==> config.mk <==
export PLATFORM = sky130hd
export DESIGN_NAME = sc_datapath_sequencer
export DESIGN_NICKNAME = d
export VERILOG_FILES = /design/src/rtl/sc_dpseq_pkg.sv /design/src/rtl/sc_dpseq_shiftcnt.sv /design/src/rtl/sc_datapath_sequencer.sv
export SDC_FILE = /design/constraint.sdc
export NUM_CORES = 1
export LEC_CHECK = 0
export ABC_AREA = 0
export CAP_MARGIN = 20
export CORE_ASPECT_RATIO = 1.75
export CORE_MARGIN = 4
export CORE_UTILIZATION = 25
export DETAILED_ROUTE_END_ITERATION = 10
export GPL_ROUTABILITY_DRIVEN = 0
export PLACE_DENSITY = 0.48
export SYNTH_ARGS = -nofsm -noshare
export SYNTH_HDL_FRONTEND = slang
export SYNTH_SLANG_ARGS = --single-unit
==> constraint.sdc <==
create_clock -name SC_DPSEQ_CLOCK_50 -period 2 [get_ports SC_DPSEQ_CLOCK_50]
set_input_delay 0.2 -clock SC_DPSEQ_CLOCK_50 [delete_from_list [all_inputs] [get_ports SC_DPSEQ_CLOCK_50]]
set_output_delay 0.2 -clock SC_DPSEQ_CLOCK_50 [all_outputs]
set_load 0.02 [all_outputs]
==> src/rtl/sc_dpseq_pkg.sv <==
// sc_dpseq_pkg: shared encodings for the datapath sequencer
package sc_dpseq_pkg;
  localparam logic [2:0] ST_IDLE  = 3'd0;
  localparam logic [2:0] ST_EXEC  = 3'd1;
  localparam logic [2:0] ST_LOAD  = 3'd2;
  localparam logic [2:0] ST_SHIFT = 3'd3;
  localparam logic [2:0] ST_WRITE = 3'd4;
  localparam logic [2:0] ST_ERR   = 3'd5;
  localparam logic [2:0] NOP_DEC   = 3'b111;
  localparam logic [2:0] NOP_MUX   = 3'b111;
  localparam logic [3:0] NOP_ALU   = 4'b1111;
  localparam logic       NOP_LOAD  = 1'b1;
  localparam logic [1:0] NOP_SHIFT = 2'b11;
  localparam logic [3:0] ALU_ADD = 4'b1000;
  localparam logic [3:0] ALU_SUB = 4'b1001;
  localparam logic [2:0] SRC_GEN0 = 3'b000;
  localparam logic [2:0] SRC_FIX1 = 3'b101;
  localparam logic [1:0] DIR_LEFT  = 2'b01;
  localparam logic [1:0] DIR_RIGHT = 2'b10;
  typedef struct packed {
    logic [3:0] op;
    logic [2:0] src_a;
    logic [2:0] src_b;
    logic [1:0] dest;
    logic [1:0] dir;
  } cmd_t;
  // codes past the last fixed register select nothing on the bus
  function automatic logic is_bad_src(input logic [2:0] s);
    return s > SRC_FIX1;
  endfunction
endpackage

==> src/rtl/sc_dpseq_shiftcnt.sv <==
// sc_dpseq_shiftcnt: loadable down-counter flagging the last shift cycle
module sc_dpseq_shiftcnt #(
  parameter int W = 2
) (
  input  logic         clk_i,
  input  logic         rst_i,
  input  logic         load_i,
  input  logic         dec_i,
  input  logic [W-1:0] val_i,
  output logic         tc_o
);
  logic [W-1:0] cnt_q, cnt_d;
  assign cnt_d = load_i ? val_i : (dec_i && cnt_q != '0) ? cnt_q - W'(1) : cnt_q;
  assign tc_o = cnt_q == W'(1);
  always_ff @(posedge clk_i or posedge rst_i)
    if (rst_i) cnt_q <= '0;
    else cnt_q <= cnt_d;
endmodule

==> src/rtl/sc_datapath_sequencer.sv <==
// sc_datapath_sequencer: sequences one micro-command through execute, load,
// optional shift and write-back phases of the register/ALU/shifter datapath
module sc_datapath_sequencer import sc_dpseq_pkg::*; #(
  parameter int DATAWIDTH_DECODER_SELECTION    = 3,
  parameter int DATAWIDTH_MUX_SELECTION        = 3,
  parameter int DATAWIDTH_ALU_SELECTION        = 4,
  parameter int DATAWIDTH_REGSHIFTER_SELECTION = 2,
  parameter int DATAWIDTH_SHIFT_COUNT          = 2
) (
  input  logic                                      SC_DPSEQ_CLOCK_50,
  input  logic                                      SC_DPSEQ_Reset_InHigh,
  input  logic                                      SC_DPSEQ_CmdValid_InHigh,
  output logic                                      SC_DPSEQ_CmdReady_OutHigh,
  input  logic [DATAWIDTH_ALU_SELECTION-1:0]        SC_DPSEQ_CmdALUOp_In,
  input  logic [DATAWIDTH_MUX_SELECTION-1:0]        SC_DPSEQ_CmdSrcA_In,
  input  logic [DATAWIDTH_MUX_SELECTION-1:0]        SC_DPSEQ_CmdSrcB_In,
  input  logic [1:0]                                SC_DPSEQ_CmdDest_In,
  input  logic [DATAWIDTH_REGSHIFTER_SELECTION-1:0] SC_DPSEQ_CmdShiftDir_In,
  input  logic [DATAWIDTH_SHIFT_COUNT-1:0]          SC_DPSEQ_CmdShiftCount_In,
  input  logic                                      SC_DPSEQ_Overflow_InLow,
  input  logic                                      SC_DPSEQ_Carry_InLow,
  input  logic                                      SC_DPSEQ_Negative_InLow,
  input  logic                                      SC_DPSEQ_Zero_InLow,
  output logic [DATAWIDTH_DECODER_SELECTION-1:0]    SC_DPSEQ_DecoderSelectionWrite_Out,
  output logic [DATAWIDTH_MUX_SELECTION-1:0]        SC_DPSEQ_MUXSelectionBUSA_Out,
  output logic [DATAWIDTH_MUX_SELECTION-1:0]        SC_DPSEQ_MUXSelectionBUSB_Out,
  output logic [DATAWIDTH_ALU_SELECTION-1:0]        SC_DPSEQ_ALUSelection_Out,
  output logic                                      SC_DPSEQ_RegSHIFTERLoad_OutLow,
  output logic [DATAWIDTH_REGSHIFTER_SELECTION-1:0] SC_DPSEQ_RegSHIFTERShiftSelection_OutLow,
  output logic [3:0]                                SC_DPSEQ_Flags_Out,
  output logic                                      SC_DPSEQ_Done_OutHigh,
  output logic                                      SC_DPSEQ_Error_OutHigh
);
  logic [2:0] state_q, state_d;
  cmd_t cmd_q, cmd_d;
  logic [DATAWIDTH_SHIFT_COUNT-1:0] count_q;
  logic [3:0] flags_q;
  logic accept, bad_src, do_shift, tc, in_alu;
  assign cmd_d = '{op: SC_DPSEQ_CmdALUOp_In, src_a: SC_DPSEQ_CmdSrcA_In,
                   src_b: SC_DPSEQ_CmdSrcB_In, dest: SC_DPSEQ_CmdDest_In,
                   dir: SC_DPSEQ_CmdShiftDir_In};
  assign accept = SC_DPSEQ_CmdValid_InHigh && state_q == ST_IDLE;
  assign bad_src = is_bad_src(SC_DPSEQ_CmdSrcA_In) || is_bad_src(SC_DPSEQ_CmdSrcB_In);
  assign do_shift = (cmd_q.dir == DIR_LEFT || cmd_q.dir == DIR_RIGHT) && count_q != '0;
  assign in_alu = state_q == ST_EXEC || state_q == ST_LOAD;
  always_ff @(posedge SC_DPSEQ_CLOCK_50 or posedge SC_DPSEQ_Reset_InHigh)
    if (SC_DPSEQ_Reset_InHigh) state_q <= ST_IDLE;
    else state_q <= state_d;
  always_ff @(posedge SC_DPSEQ_CLOCK_50 or posedge SC_DPSEQ_Reset_InHigh)
    if (SC_DPSEQ_Reset_InHigh) begin
      cmd_q   <= '0;
      count_q <= '0;
      flags_q <= '0;
    end else begin
      if (accept) begin
        cmd_q   <= cmd_d;
        count_q <= SC_DPSEQ_CmdShiftCount_In;
      end
      if (state_q == ST_LOAD)
        flags_q <= ~{SC_DPSEQ_Overflow_InLow, SC_DPSEQ_Carry_InLow,
                     SC_DPSEQ_Negative_InLow, SC_DPSEQ_Zero_InLow};
    end
  always_comb begin
    state_d = ST_IDLE;
    case (state_q)
      ST_IDLE:  state_d = accept ? (bad_src ? ST_ERR : ST_EXEC) : ST_IDLE;
      ST_EXEC:  state_d = ST_LOAD;
      ST_LOAD:  state_d = do_shift ? ST_SHIFT : ST_WRITE;
      ST_SHIFT: state_d = tc ? ST_WRITE : ST_SHIFT;
      default:  state_d = ST_IDLE;
    endcase
  end
  always_comb begin
    SC_DPSEQ_CmdReady_OutHigh                = state_q == ST_IDLE;
    SC_DPSEQ_MUXSelectionBUSA_Out            = in_alu ? cmd_q.src_a : NOP_MUX;
    SC_DPSEQ_MUXSelectionBUSB_Out            = in_alu ? cmd_q.src_b : NOP_MUX;
    SC_DPSEQ_ALUSelection_Out                = in_alu ? cmd_q.op : NOP_ALU;
    SC_DPSEQ_RegSHIFTERLoad_OutLow           = state_q == ST_LOAD ? ~NOP_LOAD : NOP_LOAD;
    SC_DPSEQ_RegSHIFTERShiftSelection_OutLow = state_q == ST_SHIFT ? cmd_q.dir : NOP_SHIFT;
    SC_DPSEQ_DecoderSelectionWrite_Out       = state_q == ST_WRITE ? {1'b0, cmd_q.dest} : NOP_DEC;
    SC_DPSEQ_Flags_Out                       = flags_q;
    SC_DPSEQ_Done_OutHigh                    = state_q == ST_WRITE;
    SC_DPSEQ_Error_OutHigh                   = state_q == ST_ERR;
  end
  // the shift length is taken from the captured command when LOAD is left
  sc_dpseq_shiftcnt #(.W(DATAWIDTH_SHIFT_COUNT)) u_shiftcnt (
    .clk_i  (SC_DPSEQ_CLOCK_50),
    .rst_i  (SC_DPSEQ_Reset_InHigh),
    .load_i (state_q == ST_LOAD),
    .dec_i  (state_q == ST_SHIFT),
    .val_i  (count_q),
    .tc_o   (tc)
  );
endmodule

; ---- Word level (Yosys, flattened, before mapping)
; Index checks and enable logic that the tools add are counted.
[classes]
add_sub_neg = 1
multipliers = 0
div = 0
n_lt_le_gt_ge = 2
n_eq_ne = 8
n_shift = 0
n_mux = 13
n_bitwise = 1
reduce_logical = 10
[ops]
columns = cell, count
row1 = $mux W3, 7
row2 = $pmux W3 S4, 1
row3 = $eq A3 B2 Y1 const B, 2
row4 = $eq A3 B3 Y1 const B, 2
row5 = $gt A3 B3 Y1 const B, 2
row6 = $mux W2, 3
row7 = $reduce_bool A2 Y1, 3
row8 = $eq A2 B1 Y1 const B, 2
row9 = $mux W4, 1
row10 = $not A4 Y4, 1
row11 = $eq A3 B1 Y1 const B, 1
row12 = $logic_and A1 B1 Y1, 3
row13 = $logic_not A3 Y1, 1
row14 = $logic_or A1 B1 Y1, 3
row15 = $eq A2 B2 Y1 const B, 1
row16 = $sub A2 B1 Y2 const B, 1
row17 = $mux W1, 1
[totals]
regBits = 25
latch_bits = 0
mem_bits_rw = 0
mem_bits_ro = 0
in_bits = 23
elab_cells = 44
memories = 0

; ---- Logic depth before layout (Yosys ltp)
; Gate-level depths: netlist of the first run.
[depth]
depth_word = 5
depth_mapped = 6
depth_no_buf = 5

; ---- Cells and area by module
; Synthesis of the first run repeated with hierarchy kept, for this count alone.
[hier_totals]
cells_unflattened = 100
hier_area_um2 = 1251.2
[modules_own_cells]
columns = module, instances, cells_each, area_per_inst_um2, seq_area_each_um2
row1 = sc_datapath_sequencer, 1, 86, 1103.6, 575.6
row2 = sc_dpseq_shiftcnt, 1, 14, 147.6, 50.0

; ---- Worst setup path before layout of the first run
; No wires, ideal clock.
[synth_path]
path_kind = register -> register
from = register state_q[1]
to = register cmd_q[0] in the netlist's numbering
setup_ns = 0.125
arrival_ns = 1.592
required_time_ns = 1.875
path_slack_ns = 0.283
path_stages_with_launch = 7
n_path_buf = 3
cell_sequence = dfrtp_1 -> buf_6 -> nor3_2 -> and2_4 -> buf_6 -> buf_12 -> mux2_4
[synth_between]
elab_chain_len = 2
[synth_rtl]
columns = item, line_no
row1 = start: declaration, sc_datapath_sequencer.sv:34  ; logic [2:0] state_q, state_d;
row2 = start signal: assignment, sc_datapath_sequencer.sv:48  ; else state_q <= state_d;
row3 = $logic_not A3 Y1, n/a
row4 = net SC_DPSEQ_CmdReady_OutHigh, sc_datapath_sequencer.sv:13  ; output logic SC_DPSEQ_CmdReady_OutHigh,
row5 = $logic_and A1 B1 Y1, sc_datapath_sequencer.sv:42  ; assign accept = SC_DPSEQ_CmdValid_InHigh && state_q == ST_IDLE;
row6 = end signal: assignment, sc_datapath_sequencer.sv:56  ; cmd_q <= cmd_d;
row7 = end: declaration, sc_datapath_sequencer.sv:35  ; cmd_t cmd_q, cmd_d;
; The timed path passes the listed nets, and every way through them passes these cells.
; A chain may end at the register's enable or synchronous reset.

; ---- Worst setup path after layout of the first run
[layout_path]
from = register state_q[1]
to = output port SC_DPSEQ_Error_OutHigh
[layout_between]
elab_chain_len = 1
[layout_rtl]
columns = item, line_no
row1 = $eq A3 B3 Y1, sc_datapath_sequencer.sv:83  ; SC_DPSEQ_Error_OutHigh = state_q == ST_ERR;
row2 = end: declaration, sc_datapath_sequencer.sv:32  ; output logic SC_DPSEQ_Error_OutHigh
; No other way between the ends.

==> results_dict.tcl, run 1 <==
set metrics [dict create \
    synth_most_common_cell "dfrtp_1" \
    pin_count 46 \
    critPathLaunch "state_q[1]" \
    die-area_um2 6240 \
    fin_nets 181 \
    path_cells "buf_4 -> and3b_2 -> clkdlybuf4s50_1" \
    max_cap_violations 0 \
    drt_pass1_iterations 4 \
    drt_iter0_drc 22 \
    clkPwrFrac_pct 10.3 \
    ys_dominant_reg_cell "dfrtp_1" \
    r2r_cells 4 \
    outcome "completed" \
    combPwrFrac_pct 57.0 \
    ys_ff_latch 25 \
    hold_viol 0 \
    drive_above_1_share_pct 25.2 \
    antenna_found_initial 0 \
    cp.arrival_ns 1.73 \
    crit_family "buffers and inverters" \
    p_leak_uw 0.000794 \
    cts_buffers 3 \
    synth-async-reset-ratio_pct 100 \
    clkSinkCount 25 \
    antennaDiodeCount 0 \
    syn_inst 103 \
    cts_tree "done" \
    grt_usage_pct 10.8 \
    critPathMaxFanout 5 \
    cts-htree-levels 1 \
    end_kind "primary output" \
    layout_setup_ws_ns 0.0688 \
    rsz0062_at_grt "false" \
    syn_avg_cell_area_um2 12.1 \
    finClkSkew_ns 0.00994 \
    via_count 958 \
    path_depth 3 \
    synth_top_cell_by_area "dfrtp_1" \
    synth_warnings 0 \
    intPower_uw 1790 \
    vias_per_cell 4.63 \
    dp_hpwl_um 2450 \
    switchingPower_uw 1140 \
    vdd_drop_max_mv 0.800 \
    r2r_start "state_q[1]" \
    syn_to_final_growth_pct 47.8 \
    drc 0 \
    num_rows 33 \
    yosys.cell_types.count 32 \
    switching_share_pct 38.9 \
    syn_nets 128 \
    grt_max_degree 26 \
    clock_latency_ns 0.27 \
    grt_pass1_vias 982 \
    yosys-top-cells-count "dfrtp_1 (25), or3_1 (10), mux2_4 (9), nand2_1 (9), mux2_2 (7)" \
    cts-root-buf "clkbuf_8" \
    relSlewSlack_pct 74.4 \
    slowest_delay_ns 0.59 \
    place_ws_ns -0.00627 \
    required_ns 1.80 \
    final_cell_area_um2 1850 \
    clockBufferDepth 2 \
    crit_path_end "SC_DPSEQ_Error_OutHigh" \
    totalWireLength_um 3240 \
    r2r_slack_ns 0.32 \
    setup_tns_ns 0 \
    crit_buf_inv 2 \
    port_buffers 45 \
    cts.clk_slew.worst_paths_ns 0.09 \
    detail-route-antenna-nets 0 \
    finalCritPeriodShare_pct 96.6 \
    dpl_cell_area_um2 1750 \
    grt_pass1_wl_um 4930 \
    start_util_pct 26.4 \
    gr-total-overflow 0 \
    core_um2 4750 \
    synth_edf_count 0 \
    final.min_clock_period_ns 1.93 \
    min_path_type "in2async" \
    routedWlPerCell_um 15.6 \
    fill_cells 474 \
    seq_power_share_pct 32.7 \
    drv_slew 0 \
    die-height_um 102 \
    die_w_um 61.5 \
    ys_top_cells_by_area "dfrtp_1 (50%), mux2_4 (11%), mux2_2 (6.3%)" \
    reg2reg_to "cmd_q[8]" \
    cellPowerDensity_nw_per_um2 1580 \
    ys_seq_area_share_pct 50.0 \
    setup_viol 0 \
    fmax_mhz 518 \
    tightest_slew_ns 0.384 \
    syn_area_um2 1250 \
    start_kind "flop" \
    crit_path_top_delay_cell "clkdlybuf4s50_1" \
    critical_path_class "reg2out" \
    synth_top_cell_area_share_pct 50.0 \
]
-- metrics by stage --
step	util [%]	cells	hold slack, ns	total power, uW
after floorplan	-	103	0.227	2000
after global placement	36.8	199	0.470	2560
after detailed placement	36.8	199	0.477	2610
after CTS	38.1	204	0.292	2900
after global routing	38.9	207	0.331	3140
final	38.9	207	0.278	2920
-- layout by cell type (no fill, tap or decap), drive strengths merged, types with 3 or more instances in the layout --
cell / Yosys / routed
dlygate4sd2: 0 / 13
or3: 10 / 10
dfrtp: 25 / 25
mux2: 16 / 16
o21ai: 5 / 5
clkbuf: 1 / 4
a21oi: 4 / 4
nand3b: 3 / 3
clkdlybuf4s50: 0 / 30
nand2: 9 / 9
buf: 5 / 9
inv: 4 / 4
-- routing by layer --
layer / routed length [um] / vias up / global-route usage, %
li1: - / 466 / -
met1: 1280 / 467 / 12.5
met2: 1780 / 23 / 18.8
met3: 156 / 2 / 2.04
met4: 21 / 0 / 4.41
met5: 0 / - / 0
-- cell families after synthesis --
logic type                 Yosys count  share of synthesized area, %
muxes                               16                          17.1
buffers and inverters               10                          5.70
and+or+nand+nor                     32                          15.6
AOI/OAI and AO/OA                   17                          8.90
DFF                                 25                          50.0
xor gates and xnor gates             1                         0.700
adders and majority gates            2                          2.00
-- worst min-delay path by stage --
| stage | start | to | slack, ns | cells after the start |
|---|---|---|---|---|
| after floorplan | SC_DPSEQ_Reset_InHigh | SC_DPSEQ_Flags_Out[0] | 0.23 | 1 |
| after global placement | SC_DPSEQ_Flags_Out[3] | SC_DPSEQ_Flags_Out[3] | 0.47 | 2 |
| after detailed placement | SC_DPSEQ_Flags_Out[3] | SC_DPSEQ_Flags_Out[3] | 0.48 | 2 |
| after CTS | SC_DPSEQ_Reset_InHigh | SC_DPSEQ_Flags_Out[0] | 0.29 | 3 |
| after global routing | SC_DPSEQ_Reset_InHigh | SC_DPSEQ_Flags_Out[0] | 0.33 | 3 |
| final | SC_DPSEQ_Reset_InHigh | SC_DPSEQ_Flags_Out[0] | 0.28 | 3 |
-- worst reg2reg max path: cells and delay by family (launching register included) --
family / cells / cell delay (ns)
buf+inv: 1 / 0.18
flops: 1 / 0.48
mux: 1 / 0.39
simple gates: 2 / 0.52
-- sequential cells by signal, indices dropped and copies added, names as in the netlist --
name and flops:
SC_DPSEQ_Flags_Out 4, cmd_q 14, count_q 2, state_q 3
u_shiftcnt.cnt_q 2
-- final cells by class --
class	instances	area, um2	share of cell area, %
flip-flops and latches	25	629	34.0
clock buffers	4	45.0	2.44
inverters	4	15.0	0.812
well taps	52	65.1	3.52
repair buffers	54	519	28.1
multi-input cells	68	576	31.1
-- power groups by stage --
| stage | sequential [uW] | combinational, uW | clock, uW |
|---|---|---|---|
| final | 955 | 1670 | 301 |
| after global routing | 990 | 1820 | 335 |
| after CTS | 982 | 1600 | 317 |
| after detailed placement | 974 | 1640 | 0 |
| after global placement | 957 | 1600 | 0 |
| after floorplan | 938 | 1060 | 0 |
-- what timing repair did --
action | 4_1_cts | 5_1_grt
setup endpoints to repair | 16 | 7
pin swaps | 0 | 0
buffers inserted | 1 | 3
resized for setup | 18 | 3
hold buffers | 0 | 0
Note: power is estimated with default switching activity, not from simulation.
==> inputs of run 2 (changes only) <==
--- a/config.mk
+++ b/config.mk
@@ -8,8 +8,8 @@
 export ABC_AREA = 0
 export CAP_MARGIN = 20
 export CORE_ASPECT_RATIO = 1.75
-export CORE_MARGIN = 4
 export CORE_UTILIZATION = 25
+export CTS_CLUSTER_DIAMETER = 50
 export DETAILED_ROUTE_END_ITERATION = 10
 export GPL_ROUTABILITY_DRIVEN = 0
 export PLACE_DENSITY = 0.48
==> run 2 against run 1 <==
Sequential share of layout area is 0.56 points higher. Largest power group unchanged. Via count is 0.10% higher. Routed wire length is 6.0% lower. Clock-buffer cell count did not move. Register-to-register slack is essentially flat. Highest routed layer unchanged. Maximum frequency shrank 0.30%. Core utilization is 0.63 points lower. Critical endpoint unchanged. Combinational power shrank 5%. Worst setup slack worse by 0.0057 ns.
==> results_dict.tcl, run 2 (synthesized netlist as in run 1, its figures left out) <==
set metrics [dict create \
    die-area_um2 5300 \
    drv_slew 0 \
    holdBufCountCts 0 \
    antennaDiodeCount 0 \
    critPathMaxFanout 6 \
    setup_tns_ns 0 \
    port_buffers 45 \
    drt_pass1_iterations 4 \
    drive_above_1_share_pct 24.2 \
    antenna_found_initial 0 \
    clkSinkCount 25 \
    layout_common_cells "clkdlybuf4s50_1 (31), dfrtp_1 (22), dlygate4sd2_1 (13)" \
    vias_per_cell 4.68 \
    seq_power_share_pct 33.6 \
    relSlewSlack_pct 76.6 \
    largest_reg_flops 14 \
    combPwrFrac_pct 55.6 \
    num_rows 33 \
    cts_tree "done" \
    grt_pass1_vias 1029 \
    cp.arrival_ns 1.74 \
    end_kind "primary output" \
    gr-total-overflow 0 \
    cellPowerDensity_nw_per_um2 1580 \
    setup_viol 0 \
    switching_share_pct 39.3 \
    hold_viol 0 \
    outcome "completed" \
    fmax_mhz 516 \
    fill_cells 463 \
    rsz0062_at_grt "false" \
    place_ws_ns -0.0356 \
    p_total_uw 2870 \
    whs_ns 0.281 \
    routedWlPerCell_um 14.9 \
    cts-root-buf "clkbuf_8" \
    largest_register "cmd_q" \
    finClkSkew_ns 0.00482 \
    dpl.cell_count 198 \
    layout_setup_ws_ns 0.0631 \
    r2r_cells 4 \
    final_common_cell "clkdlybuf4s50_1" \
    via_count 959 \
    stdcell_count 205 \
    dp_hpwl_um 2240 \
    cts.clk_slew.worst_paths_ns 0.09 \
    required_ns 1.80 \
    min_path_type "in2async" \
    drt_iter0_drc 11 \
    clock_latency_ns 0.27 \
    core_um2 4750 \
    die-height_um 95.6 \
    detail-route-antenna-nets 0 \
    die_w_um 55.5 \
    clockBufferDepth 2 \
    cts-htree-levels 1 \
    grt_max_degree 26 \
    start_util_pct 26.4 \
    finalCritPeriodShare_pct 96.8 \
    grt_usage_pct 11.7 \
    intPower_uw 1740 \
    critical_path_class "reg2out" \
    totalWireLength_um 3050 \
    drc 0 \
    start_kind "flop" \
    max_cap_violations 0 \
    vdd_drop_max_mv 0.668 \
    switchingPower_uw 1130 \
    cts_buffers 3 \
    final.min_clock_period_ns 1.94 \
    clkPwrFrac_pct 10.8 \
    syn_to_final_growth_pct 45.4 \
    p_leak_uw 0.000771 \
    tightest_slew_ns 0.351 \
    pin_count 46 \
    grt_pass1_wl_um 4770 \
    fin_nets 179 \
]
## run 2: worst paths after layout
check                                      startpoint                      to  slack, ns
worst max register to register             state_q[2]                cmd_q[5]       0.33
worst min-delay path            SC_DPSEQ_Reset_InHigh   SC_DPSEQ_Flags_Out[0]       0.28
max in group asynchronous       SC_DPSEQ_Reset_InHigh              state_q[2]       1.46
worst min register to register  SC_DPSEQ_Flags_Out[2]   SC_DPSEQ_Flags_Out[2]       0.50
worst max-delay path                       state_q[1]  SC_DPSEQ_Error_OutHigh       0.06
min in group SC_DPSEQ_CLOCK_50    SC_DPSEQ_Zero_InLow   SC_DPSEQ_Flags_Out[0]       0.50
## run 2: metrics by stage
step | utilization [%] | area [um2]
CTS | 38.3 | 1820
finish | 38.3 | 1820
global route | 38.3 | 1820
detailed placement | 36.7 | 1740
global placement | 36.7 | 1740
floorplan | - | 1250
## run 2: cell type report
type | instances | area [um2] | share of cell area, %
Inverter | 4 | 15.0 | 0.825
Sequential cell | 25 | 629 | 34.6
Timing Repair Buffer | 52 | 489 | 26.9
Multi-Input combinational cell | 68 | 576 | 31.6
Clock buffer | 4 | 45.0 | 2.48
Tap cell | 52 | 65.1 | 3.58
## run 2: worst max-delay path, cell delays in order (launching register included)
cell and delay, ns:
dfrtp_2 0.48, buf_4 0.18, and3b_2 0.21, clkdlybuf4s50_1 0.60
## run 2: timing repair
action | in CTS | in global routing
setup buffers | 3 | 0
cloned | 0 | 0
setup endpoints to repair | 17 | 1
resized for setup | 19 | 1
## run 2: power by group through the flow
| stage | Combinational (uW) | Sequential (uW) | Clock (uW) |
|---|---|---|---|
| 5_1_grt | 1730 | 998 | 340 |
| 2_1_floorplan | 1060 | 938 | 0 |
| 3_5_place_dp | 1610 | 980 | 0 |
| 4_1_cts | 1620 | 965 | 316 |
| 3_3_place_gp | 1590 | 967 | 0 |
| 6_report | 1590 | 965 | 310 |
## run 2: per-layer routing
metal | vias up | track usage, % | part of all wire (%)
met3 | 4 | 2.58 | 4.2
met1 | 468 | 12.5 | 40
met4 | 0 | 4.38 | 1.3
li1 | 462 | - | -
met2 | 25 | 22.2 | 54
met5 | - | 0 | 0
